**config.mk**
```make
export PLATFORM = sky130hd
export DESIGN_NAME = mem_port_arbiter
export DESIGN_NICKNAME = d
export VERILOG_FILES = /design/src/rtl/mem_port_arbiter.sv
export SDC_FILE = /design/constraint.sdc
export NUM_CORES = 1
export LEC_CHECK = 0
export BUFFER_PORTS_ARGS = -buffer_cell sky130_fd_sc_hd__buf_2
export CAP_MARGIN = 20
export CORE_AREA = 10 10 191 193
export DETAILED_ROUTE_END_ITERATION = 10
export DIE_AREA = 0 0 201 203
export GPL_TIMING_DRIVEN = 0
export SYNTH_ARGS = -nofsm -noshare
export SYNTH_HDL_FRONTEND = slang
export SYNTH_SLANG_ARGS = --single-unit
```
**constraint.sdc**
```tcl
create_clock -name clk -period 2.75 [get_ports clk]
set_input_delay 0.1375 -clock clk [delete_from_list [all_inputs] [get_ports clk]]
set_output_delay 0.1375 -clock clk [all_outputs]
set_load 0.01 [all_outputs]
```
**src/rtl/mem_port_arbiter.sv**
```systemverilog
// Round-robin arbiter sharing one memory port between instruction fetch and load-store.
// One outstanding transaction; a per-phase watchdog turns a stalled phase into an error response.
module mem_port_arbiter #(
    parameter int ADDR_W   = 64,
    parameter int DATA_W   = 64,
    parameter int MAX_WAIT = 15
) (
    input  logic              clk,
    input  logic              rst,
    input  logic              if_req,
    input  logic [ADDR_W-1:0] if_addr,
    output logic              if_gnt,
    output logic              if_rvalid,
    output logic [31:0]       if_rdata,
    output logic              if_err,
    input  logic              ls_req,
    input  logic              ls_we,
    input  logic [ADDR_W-1:0] ls_addr,
    input  logic [DATA_W-1:0] ls_wdata,
    input  logic [7:0]        ls_wmask,
    output logic              ls_gnt,
    output logic              ls_rvalid,
    output logic [DATA_W-1:0] ls_rdata,
    output logic              ls_err,
    output logic              mem_req,
    output logic              mem_we,
    output logic [ADDR_W-1:0] mem_addr,
    output logic [DATA_W-1:0] mem_wdata,
    output logic [7:0]        mem_wmask,
    input  logic              mem_ready,
    input  logic              mem_rvalid,
    input  logic [DATA_W-1:0] mem_rdata
);

    typedef enum logic [1:0] {
        IDLE = 2'd0,
        REQ  = 2'd1,
        RESP = 2'd2
    } state_t;

    localparam logic       OWN_IF  = 1'b0;
    localparam logic       OWN_LS  = 1'b1;
    localparam logic [7:0] WD_LAST = 8'(MAX_WAIT - 1);

    state_t              state_q, state_d;
    logic                last_q, last_d;
    logic                owner_q, owner_d;
    logic                we_q, we_d;
    logic [ADDR_W-1:0]   addr_q, addr_d;
    logic [DATA_W-1:0]   wdata_q, wdata_d;
    logic [7:0]          wmask_q, wmask_d;
    logic [7:0]          wd_cnt_q, wd_cnt_d;
    logic                if_rvalid_q, if_rvalid_d;
    logic [31:0]         if_rdata_q, if_rdata_d;
    logic                if_err_q, if_err_d;
    logic                ls_rvalid_q, ls_rvalid_d;
    logic [DATA_W-1:0]   ls_rdata_q, ls_rdata_d;
    logic                ls_err_q, ls_err_d;

    logic grant_if, grant_ls, wd_expired, resp_fire, resp_err;

    always_ff @(posedge clk) begin
        if (!rst) begin
            state_q     <= IDLE;
            last_q      <= OWN_LS;
            owner_q     <= OWN_IF;
            we_q        <= 1'b0;
            addr_q      <= '0;
            wdata_q     <= '0;
            wmask_q     <= '0;
            wd_cnt_q    <= '0;
            if_rvalid_q <= 1'b0;
            if_rdata_q  <= '0;
            if_err_q    <= 1'b0;
            ls_rvalid_q <= 1'b0;
            ls_rdata_q  <= '0;
            ls_err_q    <= 1'b0;
        end else begin
            state_q     <= state_d;
            last_q      <= last_d;
            owner_q     <= owner_d;
            we_q        <= we_d;
            addr_q      <= addr_d;
            wdata_q     <= wdata_d;
            wmask_q     <= wmask_d;
            wd_cnt_q    <= wd_cnt_d;
            if_rvalid_q <= if_rvalid_d;
            if_rdata_q  <= if_rdata_d;
            if_err_q    <= if_err_d;
            ls_rvalid_q <= ls_rvalid_d;
            ls_rdata_q  <= ls_rdata_d;
            ls_err_q    <= ls_err_d;
        end
    end

    // On a tie the side that was not granted last wins.
    always_comb begin
        grant_if = 1'b0;
        grant_ls = 1'b0;
        if (state_q == IDLE) begin
            if (if_req && (!ls_req || last_q == OWN_LS)) begin
                grant_if = 1'b1;
            end else if (ls_req) begin
                grant_ls = 1'b1;
            end
        end
        wd_expired = (state_q != IDLE) && (wd_cnt_q == WD_LAST);
    end

    // The exit event is checked before the watchdog so it wins a same-cycle race.
    always_comb begin
        state_d   = state_q;
        resp_fire = 1'b0;
        resp_err  = 1'b0;
        case (state_q)
            IDLE: begin
                if (grant_if || grant_ls) state_d = REQ;
            end
            REQ: begin
                if (mem_ready) begin
                    state_d = RESP;
                end else if (wd_expired) begin
                    state_d   = IDLE;
                    resp_fire = 1'b1;
                    resp_err  = 1'b1;
                end
            end
            RESP: begin
                if (mem_rvalid) begin
                    state_d   = IDLE;
                    resp_fire = 1'b1;
                end else if (wd_expired) begin
                    state_d   = IDLE;
                    resp_fire = 1'b1;
                    resp_err  = 1'b1;
                end
            end
            default: state_d = IDLE;
        endcase
        if (state_q == IDLE || state_d != state_q) begin
            wd_cnt_d = '0;
        end else begin
            wd_cnt_d = wd_cnt_q + 8'd1;
        end
    end

    always_comb begin
        if_gnt  = grant_if;
        ls_gnt  = grant_ls;
        last_d  = last_q;
        owner_d = owner_q;
        we_d    = we_q;
        addr_d  = addr_q;
        wdata_d = wdata_q;
        wmask_d = wmask_q;
        if (grant_if) begin
            last_d  = OWN_IF;
            owner_d = OWN_IF;
            we_d    = 1'b0;
            addr_d  = if_addr;
            wdata_d = '0;
            wmask_d = '0;
        end else if (grant_ls) begin
            last_d  = OWN_LS;
            owner_d = OWN_LS;
            we_d    = ls_we;
            addr_d  = ls_addr;
            wdata_d = ls_wdata;
            wmask_d = ls_wmask;
        end

        if_rvalid_d = 1'b0;
        if_err_d    = 1'b0;
        if_rdata_d  = if_rdata_q;
        ls_rvalid_d = 1'b0;
        ls_err_d    = 1'b0;
        ls_rdata_d  = ls_rdata_q;
        if (resp_fire) begin
            if (owner_q == OWN_IF) begin
                if_rvalid_d = 1'b1;
                if_err_d    = resp_err;
                if (resp_err) begin
                    if_rdata_d = '0;
                end else begin
                    if_rdata_d = addr_q[2] ? mem_rdata[32 +: 32] : mem_rdata[0 +: 32];
                end
            end else begin
                ls_rvalid_d = 1'b1;
                ls_err_d    = resp_err;
                ls_rdata_d  = resp_err ? '0 : mem_rdata;
            end
        end

        mem_req   = (state_q == REQ);
        mem_we    = mem_req & we_q;
        mem_addr  = mem_req ? addr_q  : '0;
        mem_wdata = mem_req ? wdata_q : '0;
        mem_wmask = mem_req ? wmask_q : '0;
    end

    assign if_rvalid = if_rvalid_q;
    assign if_rdata  = if_rdata_q;
    assign if_err    = if_err_q;
    assign ls_rvalid = ls_rvalid_q;
    assign ls_rdata  = ls_rdata_q;
    assign ls_err    = ls_err_q;

endmodule
```
=== Word level (Yosys, flattened, before mapping) ===
Cells that the tools add are included.
Widths: inputs -> output; s select.

* Eq/ne operators: 4
* Reductions and logical operators: 16
* Add/sub/neg operators: 1
* Multiplexer cells: 28
* Bitwise operators: 4

{| class="wikitable"
|+ Operator list
! operator !! number
|-
| $mux 64 || 5
|-
| $mux 32 || 2
|-
| $mux 1 || 13
|-
| $add 8x1->8 const B || 1
|-
| $eq 8x4->1 const B || 1
|-
| $mux 2 || 4
|-
| $mux 8 || 1
|-
| $pmux 2 s3 || 1
|-
| $reduce_and 2->1 || 3
|-
| $pmux 1 s2 || 2
|-
| $reduce_bool 2->1 || 2
|-
| $reduce_or 2->1 || 2
|-
| $logic_or 1x1->1 || 3
|-
| $not 1->1 || 3
|-
| $reduce_and 3->1 || 1
|-
| $reduce_or 3->1 || 1
|-
| $eq 2x1->1 const B || 1
|-
| $eq 2x2->1 const B || 1
|-
| $logic_and 1x1->1 || 2
|-
| $logic_not 2->1 || 1
|-
| $ne 2x2->1 || 1
|-
| $and 1x1->1 || 1
|-
| $logic_not 1->1 || 1
|}

* Output and inout port bits: 240
* Logic and storage cells: 67
* Register bits: 249
* Bits of input ports: 271

=== Longest topological paths before layout ===
Gate-level depths: netlist of the first run.

* Depth in word-level cells: 11
* Depth in mapped cells: 9
* Depth with buffers taken out: 7

=== Least setup slack after synthesis of the first run ===
OpenSTA, ideal clock, no wires.

* Path type: reg2reg
* Start point: register state_q[1]
* End point: register ls_rdata_q[10] (netlist: ls_rdata[10])
* Stages on the path, launching flop included: 9
* Library setup time: 117 ps
* Buffers on the path: 2
* Slack: 628 ps
* Data required time: 2,633 ps
* Data arrival time: 2,005 ps
* Clock period less this slack: 2,122 ps
* Cells stage by stage: dfxtp_1 -> inv_1 -> ha_1 -> and4bb_2 -> a22oi_4 -> o31a_1 -> buf_6 -> buf_6 -> a22o_1

* Word-level cells in the longest chain between the ends: 6
* Elaborated cells on any way between the ends: 12
* Those cells by class: 2 x eq/ne; 7 x mux; 3 x reduce/logical

{| class="wikitable"
|+ RTL lines
! item !! RTL line !! RTL
|-
| start: declaration || 45 || <nowiki>state_t state_q, state_d;</nowiki>
|-
| start signal: assignment || 79 || <nowiki>state_q <= state_d;</nowiki>
|-
| $reduce_bool 2->1 || 107 || <nowiki>wd_expired = (state_q != IDLE) && (wd_cnt_q == WD_LAST);</nowiki>
|-
| $logic_and 1x1->1 || 107 ||
|-
| $mux 1 || 122, 132 ||
|-
| $mux 1 (on tied branches) || 129, 120 ||
|-
| $pmux 1 s2 || 115 || <nowiki>case (state_q)</nowiki>
|-
| $mux 64 or $reduce_and 2->1 (tied branches) || -- ||
|-
| end signal: assignment || 91 || <nowiki>ls_rdata_q <= ls_rdata_d;</nowiki>
|-
| end: declaration || 57 || <nowiki>logic [DATA_W-1:0] ls_rdata_q, ls_rdata_d;</nowiki>
|}

Several ways; a longest one is shown, not always the timed one.
A chain may end at the register's enable or synchronous reset.

=== Worst setup path after layout of the first run ===
* Start point: register state_q[1]
* End point: output port mem_addr[21]

* Word-level cells in the longest chain between the ends: 2

{| class="wikitable"
|+ RTL lines
! item !! RTL line !! RTL
|-
| $eq 2x1->1 || 194 || <nowiki>mem_req = (state_q == REQ);</nowiki>
|-
| $mux 64 || 196 || <nowiki>mem_addr = mem_req ? addr_q : '0;</nowiki>
|-
| end: declaration || 27 || <nowiki>output logic [ADDR_W-1:0] mem_addr,</nowiki>
|}

Every way passes these cells.

==> results.md, run 1 <==
* Vert. Die Dim at between 200 and 250 um
* Clock sink total at roughly 250
* Number of routed nets with antenna violations at 0
* Fraction of post-synthesis cell area in the top cell type by area at between 40% and 50%
* Arrival time at the worst endpoint at roughly 2.4 ns
* Inserted Clock Buffers at 30
* Worst Path Max Fanout at 10
* First-pass GRT wire length at about 74000 um
* Non-filler cells in the finished layout at approximately 2400
* Top cells by area in the synthesized netlist: dfxtp_1 (47%), nand2_1 (10%), and2_1 (8.2%), o211a_1 (6.1%), a22o_1 (5.3%)
* Remaining Overflow, GRT at 0
* Capturing element type of the critical path: output pin
* Nets at 2254
* Delay of the slowest critical-path stage at ~0.38 ns
* Transition at the pin with the smallest max-transition slack at ~0.79 ns
* Remaining DRCs at 0
* Insertion delay of the later-clocked pin in the worst-skew pair at ~0.55 ns
* Post-synthesis instance area at between 10000 and 15000 um2
* Worst path bufs/invs at 4
* Die area at approximately 41000 um2
* Chip width at about 200 um
* WL final at ~48000 um
* Number of violations reported at the end of detailed-routing iteration 0 at 617
* Post-synthesis cell count at between 1000 and 1500
* Fraction of layout instances using a drive strength above 1 at 31.7%
* Depth of the CTS H-tree at 1
* Pre-Repair DR Iteration Count at 5
* Clock tree from TritonCTS: done
* Number of antenna violations at the first check in global routing at 5
* Number of buffers inserted by port buffering at around 510
* Fraction of the cycle the final worst path needs at roughly 93%
* Total chip power at slightly below 10000 uW
* Clk_skew at between 0.009 and 0.01 ns
* Final Max Tran Viols at 0
* Placer congestion estimate at roughly 0.87
* Total Negative Setup Slacks at 0 ns
* Max-slew headroom at about 47%
* Critical path class: reg2out
* Maximum buffer depth of the clock tree at 3
* Final hold vios at 0
* Vias in the first global route at approximately 13000
* Setup-violating endpoint count in the final report at 0
* Core area at 32500 um2
* Cell type with the highest aggregate area in the netlist: dfxtp_1
* EDFF count, synth at 0
* Number of placed cells counting well taps at around 2100
* Ports placed on the boundary at approximately 500
* Power per standard cell area at approximately 560 nW/um2
* Flop2flop setup slack at around 0.31 ns
* Leakage component of the power at 0.00861 uW
* Fraction of registers with async set/reset at 0%
* Clock root cell: clkbuf_16
* Initial standard-cell utilization of the core at 32.6%
* Cell depth of the worst hold path at 3
* Number of different library cells in the post-synthesis netlist at 41
* Synthesis-stage register bit count at 249
* Total stage count of the critical path at 6
* Maximum operating frequency at 0.390 GHz
* Cell with the biggest individual delay on the critical path: dfxtp_1
* Pin count of the biggest net entering global routing at 20
* Status: complete, no violations
* Routed length per placed instance at 19.8 um
* Rows at 66
* RSZ-0062 raised after global routing: false
* Worst Reg2Reg Path Length in Cells at 8
* Worst IR Drop VDD at 0.535 mV
* Top cells by count, synth: nand2_1 (283), dfxtp_1 (249), and2_1 (138)
* Via density at 4.90
* Max Cap Viol at 0
* Net Count, Synth at 1444
* Most instantiated flip-flop cell in the synthesis netlist: dfxtp_1
* Most frequently used cell type in the post-synthesis netlist: nand2_1
* DPL Wire Length at between 30000 and 40000 um
* Number of warnings issued by yosys at 0
* Mean area per synthesized cell at ~9.1 um2
* Time the final worst path needs with I/O delays and setup at between 2 and 3 ns
* Final standard cell utilization of the core at between 50 and 60%
* Clock transition time at the flip-flop clock pins of the worst setup and hold paths at ~0.060 ns
* Path type of the worst min-delay path: in2reg
* Via count at 12000
* Data required time of the worst path at approximately 2.6 ns
* Nature of the critical path startpoint: flip-flop
* Share of the yosys chip area belonging to registers at 47.2%
* Gr usage total at about 22%
* Crit-path leading delay family: buffers and inverters
* Layout area overhead at 65.0%
* Cell-by-cell trace of the critical path: inv_1, ha_1, clkbuf_4, clkbuf_1, and2_1, buf_2
==> sequential cells by signal, summed over array words and instances, names as in the netlist <==
signal,count
if_err,1
wmask_q,8
ls_err,1
ls_rdata,64
state_q,2
owner_q,1
wdata_q,64
if_rvalid,1
if_rdata,32
wd_cnt_q,8
last_q,1
we_q,1
addr_q,64
ls_rvalid,1
==> kinds of logic after synthesis <==
kind of cell	after synthesis	synth area share, %
mux	32	3.03
xor+xnor	6	0.497
buf+inv	105	4.56
simple gates	517	23.3
fa+ha+maj	6	0.710
flops	249	47.2
compound gates	252	20.7
==> tightest hold or removal path, delay by kind of cell <==
family	cells	cell delay [ns]
buf+inv	1	0.22
compound gates	1	0.05
simple gates	1	0.20
==> where the power goes <==
group | total (uW) | internal, uW | switching, uW
Clock | 4070 | 2480 | 1590
Combinational | 1840 | 841 | 998
Sequential | 3880 | 3790 | 89.3
==> metrics by stage <==
stage	instance area, um2	worst slack (ns)	hold WS (ns)
floorplan	10600	0.628	0.263
global placement	13700	0.127	0.363
detailed placement	13700	0.0753	0.367
CTS	17400	0.0150	0.0868
global route	17400	0.0143	0.133
finish	17400	0.188	0.107
==> cell usage in the layout, fill, tap and decap left out, drive strengths merged, types with 3 or more instances in the layout <==
master and n:
ha 6, mux2i 32, and2 138, dfxtp 249
o211a 64, a22o 64, o21ai 3, clkbuf 119
buf 536, xor2 4, nor2 5, inv 7
nand2 283, clkinv 3, o2bb2ai 32, nor3 9
a21oi 78, dlygate4sd3 269, diode 6, nand3 67
==> final cells by class <==
cell class | count | area, um2
inverter | 7 | 26.3
fill | 2912 | 15000
clock buffer | 48 | 930
clock inverter | 6 | 82.6
sequential | 249 | 4980
tap | 442 | 553
buffer | 97 | 482
timing repair buffer | 779 | 5260
antenna | 6 | 15.0
multi-input combinational | 813 | 5100
==> path summary, 6_finish.rpt <==
path,end,start
worst max-delay path,mem_addr[21],state_q[1]
worst min-delay path,state_q[0],rst
worst max register to register,addr_q[15],state_q[1]
worst min register to register,wdata_q[58],wdata_q[58]
==> per-layer routing <==
layer,share of wire [%],GRT usage [%],wire (um)
met5,0,0,0
met4,4.3,9.71,2080
met3,8.0,6.23,3850
met2,49,39.8,23900
met1,38,24.6,18500
==> what timing repair did <==
item                                    4_1_cts  5_1_grt
endpoints found under the setup margin      122      179
hold buffers                                269        0
pin swaps                                     0        1
buffers inserted                              0        1
endpoints found under the hold margin       237        0
resized for setup                             6       33
(Power assumes the default switching activity.)
==> run 2, diff against run 1 <==
--- a/config.mk
+++ b/config.mk
@@ -7,9 +7,9 @@
 export LEC_CHECK = 0
 export BUFFER_PORTS_ARGS = -buffer_cell sky130_fd_sc_hd__buf_2
 export CAP_MARGIN = 20
-export CORE_AREA = 10 10 191 193
+export CORE_AREA = 10 10 190 192
 export DETAILED_ROUTE_END_ITERATION = 10
-export DIE_AREA = 0 0 201 203
+export DIE_AREA = 0 0 200 202
 export GPL_TIMING_DRIVEN = 0
 export SYNTH_ARGS = -nofsm -noshare
 export SYNTH_HDL_FRONTEND = slang
==> constraint.sdc (replaced) <==
create_clock -name clk -period 3.05 [get_ports clk]
set_input_delay 0.1525 -clock clk [delete_from_list [all_inputs] [get_ports clk]]
set_output_delay 0.1525 -clock clk [all_outputs]
set_load 0.01 [all_outputs]
==> results.md, run 2 (same netlist as run 1, synthesis figures left out) <==
* Status: complete, no violations (unchanged)
* Worst path bufs/invs at 4 (unchanged)
* Capturing element type of the critical path: flip-flop (was output pin)
* Clock sink total at 249 (unchanged)
* Chip width at 200 um (was 201 um)
* Die area at 40400 um2 (was 40800 um2)
* Cell with the biggest individual delay on the critical path: dlygate4sd3_1 (was dfxtp_1)
* Fraction of the cycle the final worst path needs at between 90% and 100%
* Setup-violating endpoint count in the final report at 0 (unchanged)
* Delay of the slowest critical-path stage at 0.57 ns (was 0.38 ns)
* Path type of the worst min-delay path: in2reg (unchanged)
* Clk_skew at 0.0115 ns (was 0.00946 ns)
* DPL Wire Length at 34500 um (was 34700 um)
* Number of routed nets with antenna violations at 0 (unchanged)
* Critical path class: reg2reg (was reg2out)
* Nets at 2253 (was 2254)
* Worst IR Drop VDD at 0.509 mV (was 0.535 mV)
* Transition at the pin with the smallest max-transition slack at 0.816 ns (was 0.790 ns)
* Depth of the CTS H-tree at 1 (unchanged)
* Final Max Tran Viols at 0 (unchanged)
* Clock root cell: clkbuf_16 (unchanged)
* Maximum operating frequency at between 0.3 and 0.4 GHz
* Placer congestion estimate at 0.840 (was 0.868)
* Insertion delay of the later-clocked pin in the worst-skew pair at 0.56 ns (was 0.55 ns)
* Via density at 4.82 (was 4.90)
* Remaining Overflow, GRT at 0 (unchanged)
* Worst Path Max Fanout at 10 (unchanged)
* Vias in the first global route at 12300 (was 12700)
* Flop2flop setup slack at 0.19 ns (was 0.31 ns)
* Post-CTS Setup Inserts at 0 (unchanged)
* Crit-path leading delay family: buffers and inverters (unchanged)
* Final hold vios at 0 (unchanged)
* WL final at 47100 um (was 48400 um)
* Max Cap Viol at 0 (unchanged)
* Most common cell after layout, fill and taps aside: buf_2 (unchanged)
* Number of buffers inserted by port buffering at 509 (unchanged)
* Max-slew headroom at 45.6% (was 47.3%)
* Core area at 32300 um2 (was 32500 um2)
* Pre-Repair DR Iteration Count at 5 (unchanged)
* Gr usage total at 22.0% (was 22.4%)
* Initial standard-cell utilization of the core at 32.7% (was 32.6%)
* Routed length per placed instance at 19.2 um (was 19.8 um)
* Arrival time at the worst endpoint at 3.31 ns (was 2.42 ns)
* Layout area overhead at 63.7% (was 65.0%)
* Power per standard cell area at 496 nW/um2 (was 562 nW/um2)
* Time the final worst path needs with I/O delays and setup at 2.86 ns
* Pin count of the biggest net entering global routing at 16 (was 20)
* Total Negative Setup Slacks at 0 ns (unchanged)
* Ports placed on the boundary at 511 (unchanged)
* Number of antenna violations at the first check in global routing at 10 (was 5)
* Maximum buffer depth of the clock tree at 3 (unchanged)
* Most frequent cells in the layout: buf_2 (519), nand2_1 (283), dlygate4sd3_1 (269), dfxtp_1 (249), and2_1 (138) (unchanged)
* Vert. Die Dim at 202 um (was 203 um)
* First-pass GRT wire length at 70700 um (was 74100 um)
* Inserted Clock Buffers at 29 (was 30)
* Fraction of layout instances using a drive strength above 1 at 30.7% (was 31.7%)
* Remaining DRCs at 0 (unchanged)
* Number of placed cells counting well taps at 2118 (unchanged)
* Leakage component of the power at 0.00860 uW (was 0.00861 uW)
* RSZ-0062 raised after global routing: false (unchanged)
* Clock transition time at the flip-flop clock pins of the worst setup and hold paths at 0.06 ns (about the same)
* Clock tree from TritonCTS: done (unchanged)
* Cell-by-cell trace of the critical path: inv_1, ha_1, o211ai_1, clkbuf_2, clkbuf_1, nand3_1, o211a_1, dlygate4sd3_1 (was inv_1, ha_1, clkbuf_4, clkbuf_1, and2_1, buf_2)
* Data required time of the worst path at 3.50 ns (was 2.61 ns)
* Via count at 11800 (was 12000)
* Number of violations reported at the end of detailed-routing iteration 0 at 558 (was 617)
* Rows at 66 (unchanged)
* Non-filler cells in the finished layout at 2448 (was 2447)
* Nature of the critical path startpoint: flip-flop (unchanged)
run 2: cell types whose count changed in the layout (fill, tap and decap cells not counted), sizes merged:
| cell | change |
|---|---|
| diode | +5 |
| bufinv | -2 |
| clkinv | -2 |
| inv | +2 |
| buf | -1 |
| clkinvlp | -1 |
run 2: power by group:
part           leakage (uW)  switching, uW  internal [uW]
Clock              0.000441           1420           1930
Combinational       0.00613            908            820
Sequential          0.00203           76.4           3420
Total               0.00860           2410           6170
run 2: area by class of cell:
cell class,instances,area (um2)
plain buffers,98,465
diodes,11,27.5
inverters,7,26.3
flip-flops and latches,249,4980
repair buffers,778,5240
multi-input cells,813,5100
well taps,442,553
clock inverters,3,36.3
fillers,2958,15000
clock buffers,47,863
run 2: what timing repair did:
action	4_1_cts	5_1_grt
endpoints found under the setup margin	98	44
endpoints found under the hold margin	236	0
gates resized for setup	3	10
hold buffers	269	0
run 2: worst register-to-register path, delay by kind of cell (launching register included):
family                   cells  cell delay, ns
buffers and inverters        4            1.45
flip-flops                   1            0.45
adder cells (fa/ha/maj)      1            0.29
AND/OR/NAND/NOR              1            0.14
AO/OA/AOI/OAI                2            0.41
run 2: path summary, 6_finish.rpt:
| check | endpoint | cells after the start | start |
|---|---|---|---|
| worst max-delay path | addr_q[30] | 8 | state_q[1] |
| worst min-delay path | state_q[0] | 3 | rst |
| worst max register to register | addr_q[30] | 8 | state_q[1] |
| worst min register to register | wdata_q[58] | 2 | wdata_q[58] |
run 2: per-stage QoR:
| step | util [%] | setup WS, ns | instance area (um2) | total power (uW) | hold WS (ns) |
|---|---|---|---|---|---|
| after floorplan | - | 0.928 | 10600 | 4320 | 0.278 |
| after global placement | 42.3 | 0.432 | 13700 | 4880 | 0.379 |
| after detailed placement | 42.3 | 0.348 | 13700 | 4910 | 0.382 |
| after CTS | 53.5 | 0.0961 | 17300 | 8630 | 0.0771 |
| after global routing | 53.6 | 0.00815 | 17300 | 8930 | 0.111 |
| final | 53.6 | 0.188 | 17300 | 8570 | 0.0863 |
run 2: metal layers:
metal | GRT usage [%] | up-vias | part of all wire, %
li1 | - | 5639 | -
met1 | 24.4 | 5528 | 38
met2 | 37.6 | 525 | 48
met3 | 6.76 | 114 | 9.3
met4 | 10.3 | 0 | 4.6
met5 | 0 | - | 0
